===== config.mk =====
export PLATFORM = sky130hd
export DESIGN_NAME = mc_control_fsm_flat
export DESIGN_NICKNAME = d
export VERILOG_FILES = /design/src/rtl/mc_control_fsm_pkg.sv /design/src/rtl/mc_control_fsm_if.sv /design/src/rtl/mc_control_fsm_decode.sv /design/src/rtl/mc_control_fsm.sv /design/src/flat_wrapper.sv
export SDC_FILE = /design/constraint.sdc
export NUM_CORES = 1
export LEC_CHECK = 0
export ABC_CLOCK_PERIOD_IN_PS = 1720
export BUFFER_PORTS_ARGS = -buffer_cell sky130_fd_sc_hd__buf_2
export CAP_MARGIN = 20
export CORE_ASPECT_RATIO = 0.5
export CORE_MARGIN = 2
export CORE_UTILIZATION = 30
export DETAILED_ROUTE_END_ITERATION = 10
export GPL_TIMING_DRIVEN = 0
export MAX_ROUTING_LAYER = met4
export SYNTH_ARGS = -nofsm -noshare
export SYNTH_HDL_FRONTEND = slang
export SYNTH_SLANG_ARGS = --single-unit

===== constraint.sdc =====
create_clock -name clk -period 1.72 [get_ports clk]
set_input_delay 0.258 -clock clk [delete_from_list [all_inputs] [get_ports clk]]
set_output_delay 0.258 -clock clk [all_outputs]
set_load 0.03 [all_outputs]

===== src/rtl/mc_control_fsm_pkg.sv =====
// Shared encodings for the multicycle control FSM: opcodes, states,
// ALU operations, datapath select values and latched qualifiers.
// Optional jal support is enabled with MC_CTRL_JAL_EN.
package mc_ctrl_pkg;

   localparam logic [5:0] OP_RTYPE = 6'b000000;
   localparam logic [5:0] OP_J     = 6'b000010;
   localparam logic [5:0] OP_JAL   = 6'b000011;
   localparam logic [5:0] OP_BEQ   = 6'b000100;
   localparam logic [5:0] OP_BNE   = 6'b000101;
   localparam logic [5:0] OP_ADDI  = 6'b001000;
   localparam logic [5:0] OP_ADDIU = 6'b001001;
   localparam logic [5:0] OP_SLTI  = 6'b001010;
   localparam logic [5:0] OP_SLTIU = 6'b001011;
   localparam logic [5:0] OP_ANDI  = 6'b001100;
   localparam logic [5:0] OP_ORI   = 6'b001101;
   localparam logic [5:0] OP_LUI   = 6'b001111;
   localparam logic [5:0] OP_LW    = 6'b100011;
   localparam logic [5:0] OP_LBU   = 6'b100100;
   localparam logic [5:0] OP_LHU   = 6'b100101;
   localparam logic [5:0] OP_SB    = 6'b101000;
   localparam logic [5:0] OP_SH    = 6'b101001;
   localparam logic [5:0] OP_SW    = 6'b101011;

   typedef enum logic [3:0] {
      S_FETCH     = 4'd0,
      S_DECODE    = 4'd1,
      S_MEM_ADDR  = 4'd2,
      S_MEM_READ  = 4'd3,
      S_MEM_WB    = 4'd4,
      S_MEM_WRITE = 4'd5,
      S_EXEC_R    = 4'd6,
      S_R_WB      = 4'd7,
      S_EXEC_I    = 4'd8,
      S_I_WB      = 4'd9,
      S_BRANCH    = 4'd10,
      S_JUMP      = 4'd11,
      S_ERR       = 4'd12
   } state_e;

   localparam logic [2:0] ALU_AND   = 3'b000;
   localparam logic [2:0] ALU_OR    = 3'b001;
   localparam logic [2:0] ALU_ADD   = 3'b011;
   localparam logic [2:0] ALU_SUB   = 3'b100;
   localparam logic [2:0] ALU_SLT   = 3'b101;
   localparam logic [2:0] ALU_FUNCT = 3'b111;

   localparam logic [1:0] SRCB_REG    = 2'b00;
   localparam logic [1:0] SRCB_FOUR   = 2'b01;
   localparam logic [1:0] SRCB_IMM    = 2'b10;
   localparam logic [1:0] SRCB_IMM_SH = 2'b11;

   localparam logic [1:0] PC_ALU    = 2'b00;
   localparam logic [1:0] PC_ALUOUT = 2'b01;
   localparam logic [1:0] PC_JUMP   = 2'b10;

   typedef enum logic [2:0] {
      C_RTYPE, C_MEM, C_IMM, C_BRANCH, C_JUMP, C_ILLEGAL
   } iclass_e;

   typedef struct packed {
      logic       branch;
      logic       branch_not;
      logic       unsign;
      logic       lbu;
      logic       lhu;
      logic       sb;
      logic       sh;
      logic       lui;
      logic       jal;
      logic       is_store;
      logic [2:0] alu_op_i;
   } qual_t;

endpackage


===== src/rtl/mc_control_fsm_if.sv =====
// Opcode/handshake inputs and control outputs of the multicycle FSM.
interface mc_control_fsm_if #(
   parameter int OPCODE_W = 6,
   parameter int ALUOP_W  = 3
);
   logic [OPCODE_W-1:0] opcode;
   logic                mem_ready;
   logic                ir_wr, pc_wr, mem_rd, mem_wr, reg_wr;
   logic                reg_dst, mem_to_reg, alu_src_a;
   logic [1:0]          alu_src_b, pc_src;
   logic [ALUOP_W-1:0]  alu_op;
   logic                branch, branch_not, unsign, lbu, lhu, sb, sh, lui, jal;
   logic                instr_done, err;
   logic [3:0]          state_o;

   modport master (
      output opcode, mem_ready,
      input  ir_wr, pc_wr, mem_rd, mem_wr, reg_wr, reg_dst, mem_to_reg, alu_src_a,
      input  alu_src_b, pc_src, alu_op,
      input  branch, branch_not, unsign, lbu, lhu, sb, sh, lui, jal,
      input  instr_done, err, state_o
   );

   modport slave (
      input  opcode, mem_ready,
      output ir_wr, pc_wr, mem_rd, mem_wr, reg_wr, reg_dst, mem_to_reg, alu_src_a,
      output alu_src_b, pc_src, alu_op,
      output branch, branch_not, unsign, lbu, lhu, sb, sh, lui, jal,
      output instr_done, err, state_o
   );
endinterface


===== src/rtl/mc_control_fsm_decode.sv =====
// Opcode to instruction class and qualifier decode (combinational).
// Opcode 000011 is decoded as jal only when MC_CTRL_JAL_EN is defined.
module mc_opcode_decode
   import mc_ctrl_pkg::*;
#(
   parameter int OPCODE_W = 6
) (
   input  logic [OPCODE_W-1:0] opcode,
   output iclass_e             iclass,
   output qual_t               qual
);

   // classify the opcode and derive the per-instruction qualifiers
   always_comb begin
      iclass = C_ILLEGAL;
      qual   = '0;
      case (opcode)
         OPCODE_W'(OP_RTYPE): iclass = C_RTYPE;
         OPCODE_W'(OP_LW):    iclass = C_MEM;
         OPCODE_W'(OP_LBU):   begin iclass = C_MEM; qual.lbu = 1'b1; qual.unsign = 1'b1; end
         OPCODE_W'(OP_LHU):   begin iclass = C_MEM; qual.lhu = 1'b1; qual.unsign = 1'b1; end
         OPCODE_W'(OP_SW):    begin iclass = C_MEM; qual.is_store = 1'b1; end
         OPCODE_W'(OP_SB):    begin iclass = C_MEM; qual.is_store = 1'b1; qual.sb = 1'b1; end
         OPCODE_W'(OP_SH):    begin iclass = C_MEM; qual.is_store = 1'b1; qual.sh = 1'b1; end
         OPCODE_W'(OP_ADDI):  begin iclass = C_IMM; qual.alu_op_i = ALU_ADD; end
         OPCODE_W'(OP_ADDIU): begin iclass = C_IMM; qual.alu_op_i = ALU_ADD; qual.unsign = 1'b1; end
         OPCODE_W'(OP_ANDI):  begin iclass = C_IMM; qual.alu_op_i = ALU_AND; end
         OPCODE_W'(OP_ORI):   begin iclass = C_IMM; qual.alu_op_i = ALU_OR; end
         OPCODE_W'(OP_SLTI):  begin iclass = C_IMM; qual.alu_op_i = ALU_SLT; end
         OPCODE_W'(OP_SLTIU): begin iclass = C_IMM; qual.alu_op_i = ALU_SLT; qual.unsign = 1'b1; end
         OPCODE_W'(OP_LUI):   begin iclass = C_IMM; qual.alu_op_i = ALU_ADD; qual.lui = 1'b1; end
         OPCODE_W'(OP_BEQ):   begin iclass = C_BRANCH; qual.branch = 1'b1; end
         OPCODE_W'(OP_BNE):   begin iclass = C_BRANCH; qual.branch_not = 1'b1; end
         OPCODE_W'(OP_J):     iclass = C_JUMP;
`ifdef MC_CTRL_JAL_EN
         OPCODE_W'(OP_JAL):   begin iclass = C_JUMP; qual.jal = 1'b1; end
`endif
         default: ;
      endcase
   end

endmodule


===== src/rtl/mc_control_fsm.sv =====
// Multicycle processor control FSM: Moore strobes from the registered state,
// memory wait counter with timeout to a sticky error state.
// Define MC_CTRL_JAL_EN to accept opcode 000011 (jal) as a linking jump.
module mc_control_fsm
   import mc_ctrl_pkg::*;
#(
   parameter int OPCODE_W    = 6,
   parameter int ALUOP_W     = 3,
   parameter int MEM_TIMEOUT = 15
) (
   input logic              clk,
   input logic              rst,
   mc_control_fsm_if.slave  bus
);

   localparam int CNT_W = $clog2(MEM_TIMEOUT + 1);

   state_e           state_q, state_d;
   logic [CNT_W-1:0] cnt_q, cnt_d;
   qual_t            qual_q, qual_d;
   iclass_e          dec_class;
   qual_t            dec_qual;
   logic             wait_st;
   logic             timeout;
   logic [2:0]       aop;

   mc_opcode_decode #(.OPCODE_W(OPCODE_W)) u_decode (
      .opcode (bus.opcode),
      .iclass (dec_class),
      .qual   (dec_qual)
   );

   // state, wait counter and qualifier registers
   always_ff @(posedge clk) begin
      if (rst) begin
         state_q <= S_FETCH;
         cnt_q   <= '0;
         qual_q  <= '0;
      end else begin
         state_q <= state_d;
         cnt_q   <= cnt_d;
         qual_q  <= qual_d;
      end
   end

   // next state; counter is zero outside the wait states so every entry starts clean
   always_comb begin
      state_d = state_q;
      cnt_d   = '0;
      qual_d  = qual_q;
      timeout = 1'b0;
      wait_st = (state_q == S_FETCH) || (state_q == S_MEM_READ) || (state_q == S_MEM_WRITE);
      if (wait_st && !bus.mem_ready) begin
         cnt_d   = cnt_q + 1'b1;
         timeout = (cnt_d == CNT_W'(MEM_TIMEOUT));
      end
      case (state_q)
         S_FETCH: begin
            if (bus.mem_ready)  state_d = S_DECODE;
            else if (timeout)   state_d = S_ERR;
         end
         S_DECODE: begin
            qual_d = dec_qual;
            case (dec_class)
               C_RTYPE:  state_d = S_EXEC_R;
               C_MEM:    state_d = S_MEM_ADDR;
               C_IMM:    state_d = S_EXEC_I;
               C_BRANCH: state_d = S_BRANCH;
               C_JUMP:   state_d = S_JUMP;
               default:  state_d = S_ERR;
            endcase
         end
         S_MEM_ADDR:  state_d = qual_q.is_store ? S_MEM_WRITE : S_MEM_READ;
         S_MEM_READ: begin
            if (bus.mem_ready)  state_d = S_MEM_WB;
            else if (timeout)   state_d = S_ERR;
         end
         S_MEM_WRITE: begin
            if (bus.mem_ready)  state_d = S_FETCH;
            else if (timeout)   state_d = S_ERR;
         end
         S_EXEC_R:    state_d = S_R_WB;
         S_EXEC_I:    state_d = S_I_WB;
         S_MEM_WB, S_R_WB, S_I_WB, S_BRANCH, S_JUMP: state_d = S_FETCH;
         S_ERR:       state_d = S_ERR;
         default:     state_d = S_ERR;
      endcase
      // qualifiers live for one instruction; drop them as it retires
      if (state_d == S_FETCH && state_q != S_FETCH) qual_d = '0;
   end

   // Moore strobes; only FETCH ir_wr/pc_wr and the store retire pulse look at mem_ready
   always_comb begin
      bus.ir_wr      = 1'b0;
      bus.pc_wr      = 1'b0;
      bus.mem_rd     = 1'b0;
      bus.mem_wr     = 1'b0;
      bus.reg_wr     = 1'b0;
      bus.reg_dst    = 1'b0;
      bus.mem_to_reg = 1'b0;
      bus.alu_src_a  = 1'b0;
      bus.alu_src_b  = SRCB_REG;
      bus.pc_src     = PC_ALU;
      bus.instr_done = 1'b0;
      bus.err        = 1'b0;
      aop            = ALU_AND;
      case (state_q)
         S_FETCH: begin
            bus.mem_rd    = 1'b1;
            bus.alu_src_b = SRCB_FOUR;
            aop           = ALU_ADD;
            bus.ir_wr     = bus.mem_ready;
            bus.pc_wr     = bus.mem_ready;
         end
         S_DECODE: begin
            bus.alu_src_b = SRCB_IMM_SH;
            aop           = ALU_ADD;
         end
         S_MEM_ADDR: begin
            bus.alu_src_a = 1'b1;
            bus.alu_src_b = SRCB_IMM;
            aop           = ALU_ADD;
         end
         S_MEM_READ:  bus.mem_rd = 1'b1;
         S_MEM_WRITE: begin
            bus.mem_wr     = 1'b1;
            bus.instr_done = bus.mem_ready;
         end
         S_MEM_WB: begin
            bus.reg_wr     = 1'b1;
            bus.mem_to_reg = 1'b1;
            bus.instr_done = 1'b1;
         end
         S_EXEC_R: begin
            aop         = ALU_FUNCT;
            bus.reg_dst = 1'b1;
         end
         S_R_WB: begin
            aop            = ALU_FUNCT;
            bus.reg_dst    = 1'b1;
            bus.reg_wr     = 1'b1;
            bus.instr_done = 1'b1;
         end
         S_EXEC_I: begin
            bus.alu_src_b = SRCB_IMM;
            aop           = qual_q.alu_op_i;
         end
         S_I_WB: begin
            bus.alu_src_b  = SRCB_IMM;
            aop            = qual_q.alu_op_i;
            bus.reg_wr     = 1'b1;
            bus.instr_done = 1'b1;
         end
         S_BRANCH: begin
            aop            = ALU_SUB;
            bus.pc_src     = PC_ALUOUT;
            bus.instr_done = 1'b1;
         end
         S_JUMP: begin
            bus.pc_src     = PC_JUMP;
            bus.pc_wr      = 1'b1;
            bus.reg_wr     = qual_q.jal;
            bus.instr_done = 1'b1;
         end
         S_ERR:   bus.err = 1'b1;
         default: bus.err = 1'b1;
      endcase
      bus.alu_op = ALUOP_W'(aop);
   end

   assign bus.state_o    = state_q;
   assign bus.branch     = qual_q.branch;
   assign bus.branch_not = qual_q.branch_not;
   assign bus.unsign     = qual_q.unsign;
   assign bus.lbu        = qual_q.lbu;
   assign bus.lhu        = qual_q.lhu;
   assign bus.sb         = qual_q.sb;
   assign bus.sh         = qual_q.sh;
   assign bus.lui        = qual_q.lui;
`ifdef MC_CTRL_JAL_EN
   assign bus.jal        = qual_q.jal;
`else
   assign bus.jal        = 1'b0;
`endif

endmodule


===== src/flat_wrapper.sv =====
// flat-port wrapper written by rule: the top's interface ports become plain ports
module mc_control_fsm_flat import mc_ctrl_pkg::*;
#(
   parameter int OPCODE_W    = 6,
   parameter int ALUOP_W     = 3,
   parameter int MEM_TIMEOUT = 15
)
  (clk, rst, bus_opcode, bus_mem_ready, bus_ir_wr, bus_pc_wr, bus_mem_rd, bus_mem_wr, bus_reg_wr, bus_reg_dst, bus_mem_to_reg, bus_alu_src_a, bus_alu_src_b, bus_pc_src, bus_alu_op, bus_branch, bus_branch_not, bus_unsign, bus_lbu, bus_lhu, bus_sb, bus_sh, bus_lui, bus_jal, bus_instr_done, bus_err, bus_state_o);
  mc_control_fsm_if #(.OPCODE_W(OPCODE_W), .ALUOP_W(ALUOP_W)) bus_i ();
  input logic clk;
  input logic rst;
  input wire logic [$bits(bus_i.opcode)-1:0] bus_opcode;
  input wire logic [$bits(bus_i.mem_ready)-1:0] bus_mem_ready;
  output wire logic [$bits(bus_i.ir_wr)-1:0] bus_ir_wr;
  output wire logic [$bits(bus_i.pc_wr)-1:0] bus_pc_wr;
  output wire logic [$bits(bus_i.mem_rd)-1:0] bus_mem_rd;
  output wire logic [$bits(bus_i.mem_wr)-1:0] bus_mem_wr;
  output wire logic [$bits(bus_i.reg_wr)-1:0] bus_reg_wr;
  output wire logic [$bits(bus_i.reg_dst)-1:0] bus_reg_dst;
  output wire logic [$bits(bus_i.mem_to_reg)-1:0] bus_mem_to_reg;
  output wire logic [$bits(bus_i.alu_src_a)-1:0] bus_alu_src_a;
  output wire logic [$bits(bus_i.alu_src_b)-1:0] bus_alu_src_b;
  output wire logic [$bits(bus_i.pc_src)-1:0] bus_pc_src;
  output wire logic [$bits(bus_i.alu_op)-1:0] bus_alu_op;
  output wire logic [$bits(bus_i.branch)-1:0] bus_branch;
  output wire logic [$bits(bus_i.branch_not)-1:0] bus_branch_not;
  output wire logic [$bits(bus_i.unsign)-1:0] bus_unsign;
  output wire logic [$bits(bus_i.lbu)-1:0] bus_lbu;
  output wire logic [$bits(bus_i.lhu)-1:0] bus_lhu;
  output wire logic [$bits(bus_i.sb)-1:0] bus_sb;
  output wire logic [$bits(bus_i.sh)-1:0] bus_sh;
  output wire logic [$bits(bus_i.lui)-1:0] bus_lui;
  output wire logic [$bits(bus_i.jal)-1:0] bus_jal;
  output wire logic [$bits(bus_i.instr_done)-1:0] bus_instr_done;
  output wire logic [$bits(bus_i.err)-1:0] bus_err;
  output wire logic [$bits(bus_i.state_o)-1:0] bus_state_o;
  assign bus_i.opcode = bus_opcode;
  assign bus_i.mem_ready = bus_mem_ready;
  assign bus_ir_wr = bus_i.ir_wr;
  assign bus_pc_wr = bus_i.pc_wr;
  assign bus_mem_rd = bus_i.mem_rd;
  assign bus_mem_wr = bus_i.mem_wr;
  assign bus_reg_wr = bus_i.reg_wr;
  assign bus_reg_dst = bus_i.reg_dst;
  assign bus_mem_to_reg = bus_i.mem_to_reg;
  assign bus_alu_src_a = bus_i.alu_src_a;
  assign bus_alu_src_b = bus_i.alu_src_b;
  assign bus_pc_src = bus_i.pc_src;
  assign bus_alu_op = bus_i.alu_op;
  assign bus_branch = bus_i.branch;
  assign bus_branch_not = bus_i.branch_not;
  assign bus_unsign = bus_i.unsign;
  assign bus_lbu = bus_i.lbu;
  assign bus_lhu = bus_i.lhu;
  assign bus_sb = bus_i.sb;
  assign bus_sh = bus_i.sh;
  assign bus_lui = bus_i.lui;
  assign bus_jal = bus_i.jal;
  assign bus_instr_done = bus_i.instr_done;
  assign bus_err = bus_i.err;
  assign bus_state_o = bus_i.state_o;
  mc_control_fsm #(.OPCODE_W(OPCODE_W), .ALUOP_W(ALUOP_W), .MEM_TIMEOUT(MEM_TIMEOUT)) u_core (.clk(clk), .rst(rst), .bus(bus_i));
endmodule

# Word-level counts from Yosys, hierarchy flattened
# Index checks and enable logic that the tools add are counted.
dict set report word_totals {
  memories 0
  in_bits 9
  elab_cells 105
  latchBits 0
  ff_bits 20
  out_inout_bits 30
  rom_bits 0
  ram_bits 0
}
dict set report op_classes {
  shifts 0
  multipliers 0
  magnitude_cmp 0
  addsub 1
  bitwise_logic 1
  muxes 32
  reduce_logical 27
  div_mod_pow 0
  eq_ne 32
}
# op n
set op_table {}
lappend op_table {{6-bit by 4-bit equality test with 1-bit output, second input constant} 7}
lappend op_table {{6-bit equality test, second input constant} 6}
lappend op_table {{4-bit case mux with 8 select lines} 1}
lappend op_table {{4-bit equality test, second input constant} 5}
lappend op_table {{4-bit case mux with 5 select lines} 1}
lappend op_table {{1-bit two-way mux} 18}
lappend op_table {{4-bit by 3-bit equality test with 1-bit output, second input constant} 4}
lappend op_table {{4-bit two-way mux} 4}
lappend op_table {{3-bit case mux with 5 select lines} 1}
lappend op_table {{3-bit OR reduction} 5}
lappend op_table {{2-bit OR reduction} 7}
lappend op_table {{6-bit by 3-bit equality test with 1-bit output, second input constant} 2}
lappend op_table {{3-bit case mux with 4 select lines} 1}
lappend op_table {{12-bit OR reduction} 1}
lappend op_table {{3-bit case mux with 3 select lines} 1}
lappend op_table {{4-bit by 2-bit equality test with 1-bit output, second input constant} 2}
lappend op_table {{4-bit zero test} 2}
lappend op_table {{7-bit OR reduction} 1}
lappend op_table {{3-bit by 2-bit equality test with 1-bit output, second input constant} 2}
lappend op_table {{6-bit by 2-bit equality test with 1-bit output, second input constant} 1}
lappend op_table {{6-bit zero test} 1}
lappend op_table {{2-bit case mux with 3 select lines} 1}
lappend op_table {{6-bit OR reduction} 1}
lappend op_table {{5-bit OR reduction} 1}
lappend op_table {{14 further kinds} 17}

# Longest topological paths before layout
# Gate-level depths: netlist (run 1).
dict set report logic_depth {
  depth_word 11
  ltp_mapped 7
  mapped_depth_nobuf 6
}

# Modules after synthesis
# Synthesis (run 1) repeated with hierarchy kept, for this count alone.
dict set report unflattened {
  hier_cells 199
  area_unflattened_um2 1478.9
}
# mod area_each_um2 cells_each instances
set by_module_without_submodules {}
lappend by_module_without_submodules {mc_control_fsm 1196.1 156 1}
lappend by_module_without_submodules {mc_opcode_decode 282.8 43 1}

# Least setup slack after synthesis (run 1)
# No wires, ideal clock.
dict set report synth_path {
  kind {flip-flop to output port}
  from {register u_core.state_q[3], in the netlist u_core.bus.state_o[3]}
  to {output bus_pc_wr}
  t_arrival_ns 2.328
  path_slack_ns -0.866
  required_time_ns 1.462
  stages_incl_launch_ff 5
  path_cell_list {dfxtp_1 -> or2_0 -> clkbuf_1 -> nor4b_1 -> or2_2}
}
dict set report synth_between {
  elab_chain_cells 2
}
# element line_no
set synth_rtl {}
lappend synth_rtl {{start: declaration} mc_control_fsm.sv:18} ;# state_e state_q, state_d;
lappend synth_rtl {{start signal: assignment} mc_control_fsm.sv:40} ;# state_q <= state_d;
lappend synth_rtl {{4-bit equality test or 4-bit zero test (tied branches)} mc_control_fsm.sv:107} ;# case (state_q)
lappend synth_rtl {{1-bit case mux with 2 select lines *} mc_control_fsm.sv:107}
lappend synth_rtl {{end: declaration} flat_wrapper.sv:15} ;# output wire logic [$bits(bus_i.pc_wr)-1:0] bus_pc_wr;
# Mark *: on every way between the ends. The rest lies on a longest branch, timed or not.

# Worst setup path after layout (run 1)
dict set report layout_path {
  from {register u_core.state_q[3], in the netlist u_core.bus.state_o[3]}
  to {output bus_instr_done}
}
dict set report layout_between {
  elab_chain_cells 3
}
# element line_no
set layout_rtl {}
lappend layout_rtl {{4-bit by 3-bit equality test with 1-bit output or 4-bit equality test (tied branches)} mc_control_fsm.sv:107}
lappend layout_rtl {{5-bit OR reduction (no line)} n/a}
lappend layout_rtl {{1-bit case mux with 2 select lines *} mc_control_fsm.sv:107}
lappend layout_rtl {{end: declaration} flat_wrapper.sv:34} ;# output wire logic [$bits(bus_i.instr_done)-1:0] bus_instr_done;
# Marks and branches as above.

==> run summary, run 1 <==
Slew headroom -> 53.5%
Hold/Removal Path Class -> in -> reg
Total Power -> 0.00182 W
Vias/cell -> 5.21
drt first pass iters -> 4
number of flops mapped to enable cells by yosys -> 0
Peak VDD IR -> 0.306 mV
Final Non-Filler Cells -> 298
antenna violations before repair -> 0
share of cells above drive strength 1 -> 39.8%
syn_area_per_cell -> 7.21 um2
proportion of netlist area held by the largest area contributor -> 28.6%
final wirelength -> 4090 um
final hold viol count -> 0
asr flop ratio synth -> 0%
Sink Count -> 20
Die ar. -> 0.00526 mm2
Fill cells -> 437
Reg clk slew, reported paths -> 80 ps
commonest non-fill, non-tap cell in the layout -> nor2_1
vias in the first global route -> 1398
RSZ-0062 raised after global routing -> yes
Initial Util -> 31.5%
ant diodes -> 0
top cells by area, synth -> dfxtp_1 29%, nor2_1 9.4%, a21oi_1 6.1%
max-slew violation count -> 0
CTS Hold Bufs -> 0
hpwl dp -> 2940 um
row count -> 17
Syn Inst Count -> 194
I/O pin count -> 39
global-route usage over all layers -> 16.7%
hold slack -> 259 ps
max-cap violation count -> 0
post-synthesis sequential area ratio -> 28.6%
CTS H-tree lvls -> 1
pre-CTS setup slack -> -84.7 ps
ANT nets after route -> 0
core area -> 0.00445 mm2
vias after detailed routing -> 1554
fin crit period -> 1720 ps
Worst setup EP type -> primary output
fmax -> 583 MHz
Port Buffer Count -> 35
endpoints failing setup -> 0
CTS buffer count -> 3
die height -> 52.3 um
Root Buffer -> clkbuf_8
Max FO, Critical Path -> 4
Setup Crit Path Kind -> reg -> out
fin nets -> 253
drt wl/cell -> 13.7 um
GRT overflow -> 0
clk buf depth -> 2
TritonCTS clock tree -> done
period utilization -> 99.7%
status -> finished clean
Crit path required time -> 1460 ps
largest net degree at the start of global routing -> 13
GP Congestion -> 0.886
FF+latch count, synth -> 20
Syn Nets -> 205
Iteration-0 DRC Markers -> 84
Clock Skew -> 3.59 ps
die width -> 101 um
Layout area overhead -> 41.0%
Worst-Skew Late Latency -> 260 ps
final core occ -> 44.4%
critical path launch point type -> register
post-synth top area cell -> dfxtp_1
Placed Cells -> 286
measured slew at the worst slew-check pin -> 690 ps
worst setup margin -> 4.41 ps
residual DRC count -> 0
PD cells -> 921 mW/mm2
synth warn -> 0
Yosys cell types -> 51
Cell Area, Synth -> 0.00140 mm2
most frequent cells in the layout -> 32 x nor2_1, 30 x buf_2, 17 x buf_4, 17 x a21oi_1, 14 x dfxtp_1
Most used DFF post-synth -> dfxtp_1
first-pass GRT wire length -> 6730 um
leakage -> 0.799 nW
crit path DAT -> 1460 ps
==> layout make-up <==
type                       instances  area, um2  share of cell area [%]
buffer                            12        115                    5.84
sequential                        20        418                    21.2
timing repair buffer              46        284                    14.4
inverter                          10       40.0                    2.03
clock buffer                       4       66.3                    3.36
tap                               57       71.3                    3.62
multi-input combinational        149        977                    49.6
==> worst paths after layout <==
path | start | end | slack (ps) | cells past startpoint
max | u_core.bus.state_o[3] | bus_instr_done | 4 | 5
min reg2reg | u_core.cnt_q[0] | u_core.cnt_q[0] | 430 | 1
min | rst | u_core.bus.state_o[0] | 260 | 2
max reg2reg | u_core.bus.state_o[0] | u_core.qual_q[3] | 50 | 7
==> routing by layer <==
| layer | vias to the layer above | GRT usage (%) | wire, um |
|---|---|---|---|
| li1 | 781 | - | - |
| met3 | 4 | 3.07 | 128 |
| met1 | 736 | 21.1 | 1920 |
| met5 | - | - | 0 |
| met4 | 0 | 3.88 | 40 |
| met2 | 33 | 28.2 | 2000 |
==> kinds of logic after synthesis <==
kind of cell             synth area share, %
other                                  0.268
AO/OA/AOI/OAI                           24.3
flip-flops                              28.6
XOR/XNOR                                1.88
buffers and inverters                   9.66
AND/OR/NAND/NOR                         33.5
adder cells (fa/ha/maj)                 1.79
==> worst max-delay path, stage by stage, from the launching register on <==
cell and delay [ps]:
dfxtp_4 360, buf_6 120, nor2b_4 120, a21o_1 180
a211oi_4 250, buf_6 170
==> per-stage QoR <==
step | TNS (ps) | instance area [um2]
floorplan | -120 | 1450
global placement | -97.0 | 1700
detailed placement | -120 | 1700
CTS | -169 | 1850
global route | -471 | 1970
finish | 0 | 1970
==> power breakdown <==
group | internal [W] | switching, W | total, W | leakage (nW)
logic | 0.000361 | 0.000514 | 0.000876 | 0.599
clock network | 0.000252 | 0.000159 | 0.000411 | 0.0339
registers | 0.000490 | 0.0000388 | 0.000529 | 0.166
total | 0.00110 | 0.000712 | 0.00182 | 0.799
==> repair_timing <==
action,in CTS,in global routing
resized for setup,24,25
setup endpoints to repair,15,22
cloned,0,0
setup buffers,2,9
pin swaps,4,7
==> synthesized netlist by cell type (all sizes together) (2+ instances only) <==
| master | number |
|---|---|
| a211oi | 2 |
| a21o | 2 |
| a21oi | 17 |
| a22oi | 7 |
| a31oi | 3 |
| buf | 9 |
| clkbuf | 6 |
| dfxtp | 20 |
| ha | 2 |
| inv | 10 |
| nand2 | 14 |
| nand2b | 5 |
| nand3 | 5 |
| nand4 | 2 |
| nor2 | 37 |
| nor2b | 3 |
| nor3 | 8 |
| nor4 | 3 |
| o21ai | 10 |
| o22ai | 3 |
| or2 | 3 |
| or3 | 4 |
| xnor2 | 3 |
==> sequential cells by signal, summed over array words and instances, names as in the netlist <==
name and flops:
u_core.bus.unsign 1, u_core.cnt_q 4, u_core.bus.branch_not 1, u_core.bus.lui 1, u_core.bus.lbu 1, u_core.bus.state_o 4
u_core.qual_q 4, u_core.bus.sb 1, u_core.bus.sh 1, u_core.bus.lhu 1, u_core.bus.branch 1
No activity file was read; power rests on OpenSTA's default activity.
==> run 2, diff against run 1 <==
PLACE_DENSITY_LB_ADDON = 0.08   (was unset)
==> run 2 against run 1 <==
  * Total power rose by 0.66%
  * Largest cell class unchanged
  * Critical path depth rose by 1
  * Sequential power rose by 1%
  * Worst hold slack improved by 27 ps
  * Sequential share of layout area fell by 0.67 points
  * Global-route usage rose by 0.12 points
==> run summary, run 2 (same netlist as run 1, synthesis figures left out) <==
cell area after placement -> 0.00170 mm2
Setup Crit Path Kind -> reg -> out
CTS H-tree lvls -> 1
Internal -> 0.00110 W
Slew headroom -> 62.4%
GP Congestion -> 0.875
Comb pwr share -> 48.3%
DR top layer -> met4
fin crit period -> 1670 ps
routed wl met2 -> 1930 um
leakage -> 0.795 nW
vias in the first global route -> 1380
Sink Count -> 20
final wirelength -> 4210 um
final instance area -> 0.00205 mm2
Hold EP -> u_core.bus.state_o[1]
drt wl/cell -> 14.1 um
Die ar. -> 0.00526 mm2
die width -> 101 um
Vias/cell -> 5.12
commonest non-fill, non-tap cell in the layout -> nor2_1
die height -> 52.3 um
CTS buffer count -> 3
Clock Skew -> 2.54 ps
share of cells above drive strength 1 -> 42.6%
switching share of total power -> 39.5%
worst hold stages -> 2
Initial Util -> 31.5%
residual DRC count -> 0
share of power burned in registers -> 29.3%
max-slew violation count -> 0
core area -> 0.00445 mm2
Hold/Removal Path Class -> in -> reg
reg-to-reg endpoint -> u_core.bus.state_o[1]
fin nets -> 254
row count -> 17
first-pass GRT wire length -> 6640 um
period utilization -> 97.3%
multi-input logic area -> 0.00102 mm2
largest net degree at the start of global routing -> 13
R2R depth -> 6
most frequent cells in the layout -> 31 x nor2_1, 28 x buf_2, 18 x buf_4
I/O pin count -> 39
TritonCTS clock tree -> done
crit path DAT -> 1420 ps
Clock power frac -> 22.4%
ANT nets after route -> 0
FF-to-FF setup slack -> 60 ps
Max FO, Critical Path -> 7
Iteration-0 DRC Markers -> 47
ant diodes -> 0
Layout area overhead -> 46.4%
final hold viol count -> 0
status -> finished clean
GRT overflow -> 0
routed length on met1 -> 2080 um
P_sw -> 0.000723 W
Setup TNS -> 0 ps
CTS Hold Bufs -> 0
met3 wire len -> 184 um
measured slew at the worst slew-check pin -> 559 ps
drt first pass iters -> 4
hpwl dp -> 3080 um
r2r startpoint -> u_core.cnt_q[0]
vias after detailed routing -> 1530
Crit path required time -> 1460 ps
Peak VDD IR -> 0.286 mV
antenna violations before repair -> 0
Worst setup EP type -> primary output
max-cap violation count -> 0
clk buf depth -> 2
critical path launch point type -> register
fmax -> 597 MHz
PD cells -> 892 mW/mm2
Worst-Skew Late Latency -> 260 ps
RSZ-0062 raised after global routing -> yes
endpoints failing setup -> 0
Port Buffer Count -> 35
Fill cells -> 461
min-delay src -> rst
Root Buffer -> clkbuf_8
global-route usage over all layers -> 16.8%
Reg area -> 420 um2
Reg clk slew, reported paths -> 70 ps
-- run 2: worst max-delay path, cell delays in order, from the launching register on --
cell        delay (ps)
dfxtp_4            370
buf_8              140
clkinvlp_4         120
nand2_4             80
buf_4              140
o22ai_2            160
buf_6              150
-- run 2: cell type report --
| type | count | area share, % |
|---|---|---|
| plain buffers | 12 | 6.23 |
| clock buffers | 4 | 3.24 |
| inverters | 10 | 2.14 |
| multi-input cells | 149 | 49.7 |
| flip-flops and latches | 20 | 20.5 |
| well taps | 57 | 3.48 |
| repair buffers | 47 | 14.7 |
-- run 2: per-layer routing --
| layer | track usage [%] | vias to the layer above |
|---|---|---|
| met2 | 28.1 | 39 |
| met1 | 21.5 | 706 |
| met3 | 3.33 | 4 |
| met5 | - | - |
| li1 | - | 781 |
| met4 | 3.42 | 0 |
-- run 2: timing repair --
item                       4_1_cts  5_1_grt
buffers inserted                 6        6
gates resized for setup         29       36
setup endpoints to repair       14       12
pin swaps                        6        6
-- run 2: through the flow --
| step | util, % | setup WS [ps] | hold slack [ps] | power (W) | instances |
|---|---|---|---|---|---|
| after detailed placement | 38.2 | -108 | 451 | 0.00124 | 286 |
| after global routing | 46.1 | -66.5 | 286 | 0.00193 | 299 |
| final | 46.1 | 45.7 | 286 | 0.00183 | 299 |
| after CTS | 42.5 | 0.799 | 253 | 0.00177 | 293 |
| after floorplan | - | -120 | 312 | 0.00106 | 194 |
| after global placement | 38.2 | -96.3 | 446 | 0.00124 | 286 |
-- run 2: worst max path at each step --
stage	to	start	cells after the start	slack, ps
final	bus_reg_wr	u_core.bus.state_o[3]	6	50
after global routing	bus_alu_op[2]	u_core.bus.state_o[2]	7	-70
after floorplan	bus_pc_wr	u_core.bus.state_o[3]	4	-120
after global placement	u_core.bus.state_o[1]	u_core.cnt_q[0]	6	-100
after detailed placement	u_core.bus.state_o[1]	u_core.cnt_q[0]	6	-110
after CTS	bus_alu_op[2]	u_core.bus.state_o[2]	7	0.8
-- run 2: power groups by stage --
stage	clock [W]	combinational (W)	sequential [W]
floorplan	0	0.000509	0.000551
global placement	0	0.000717	0.000520
detailed placement	0	0.000721	0.000520
CTS	0.000429	0.000810	0.000532
global route	0.000453	0.000941	0.000540
finish	0.000409	0.000883	0.000535
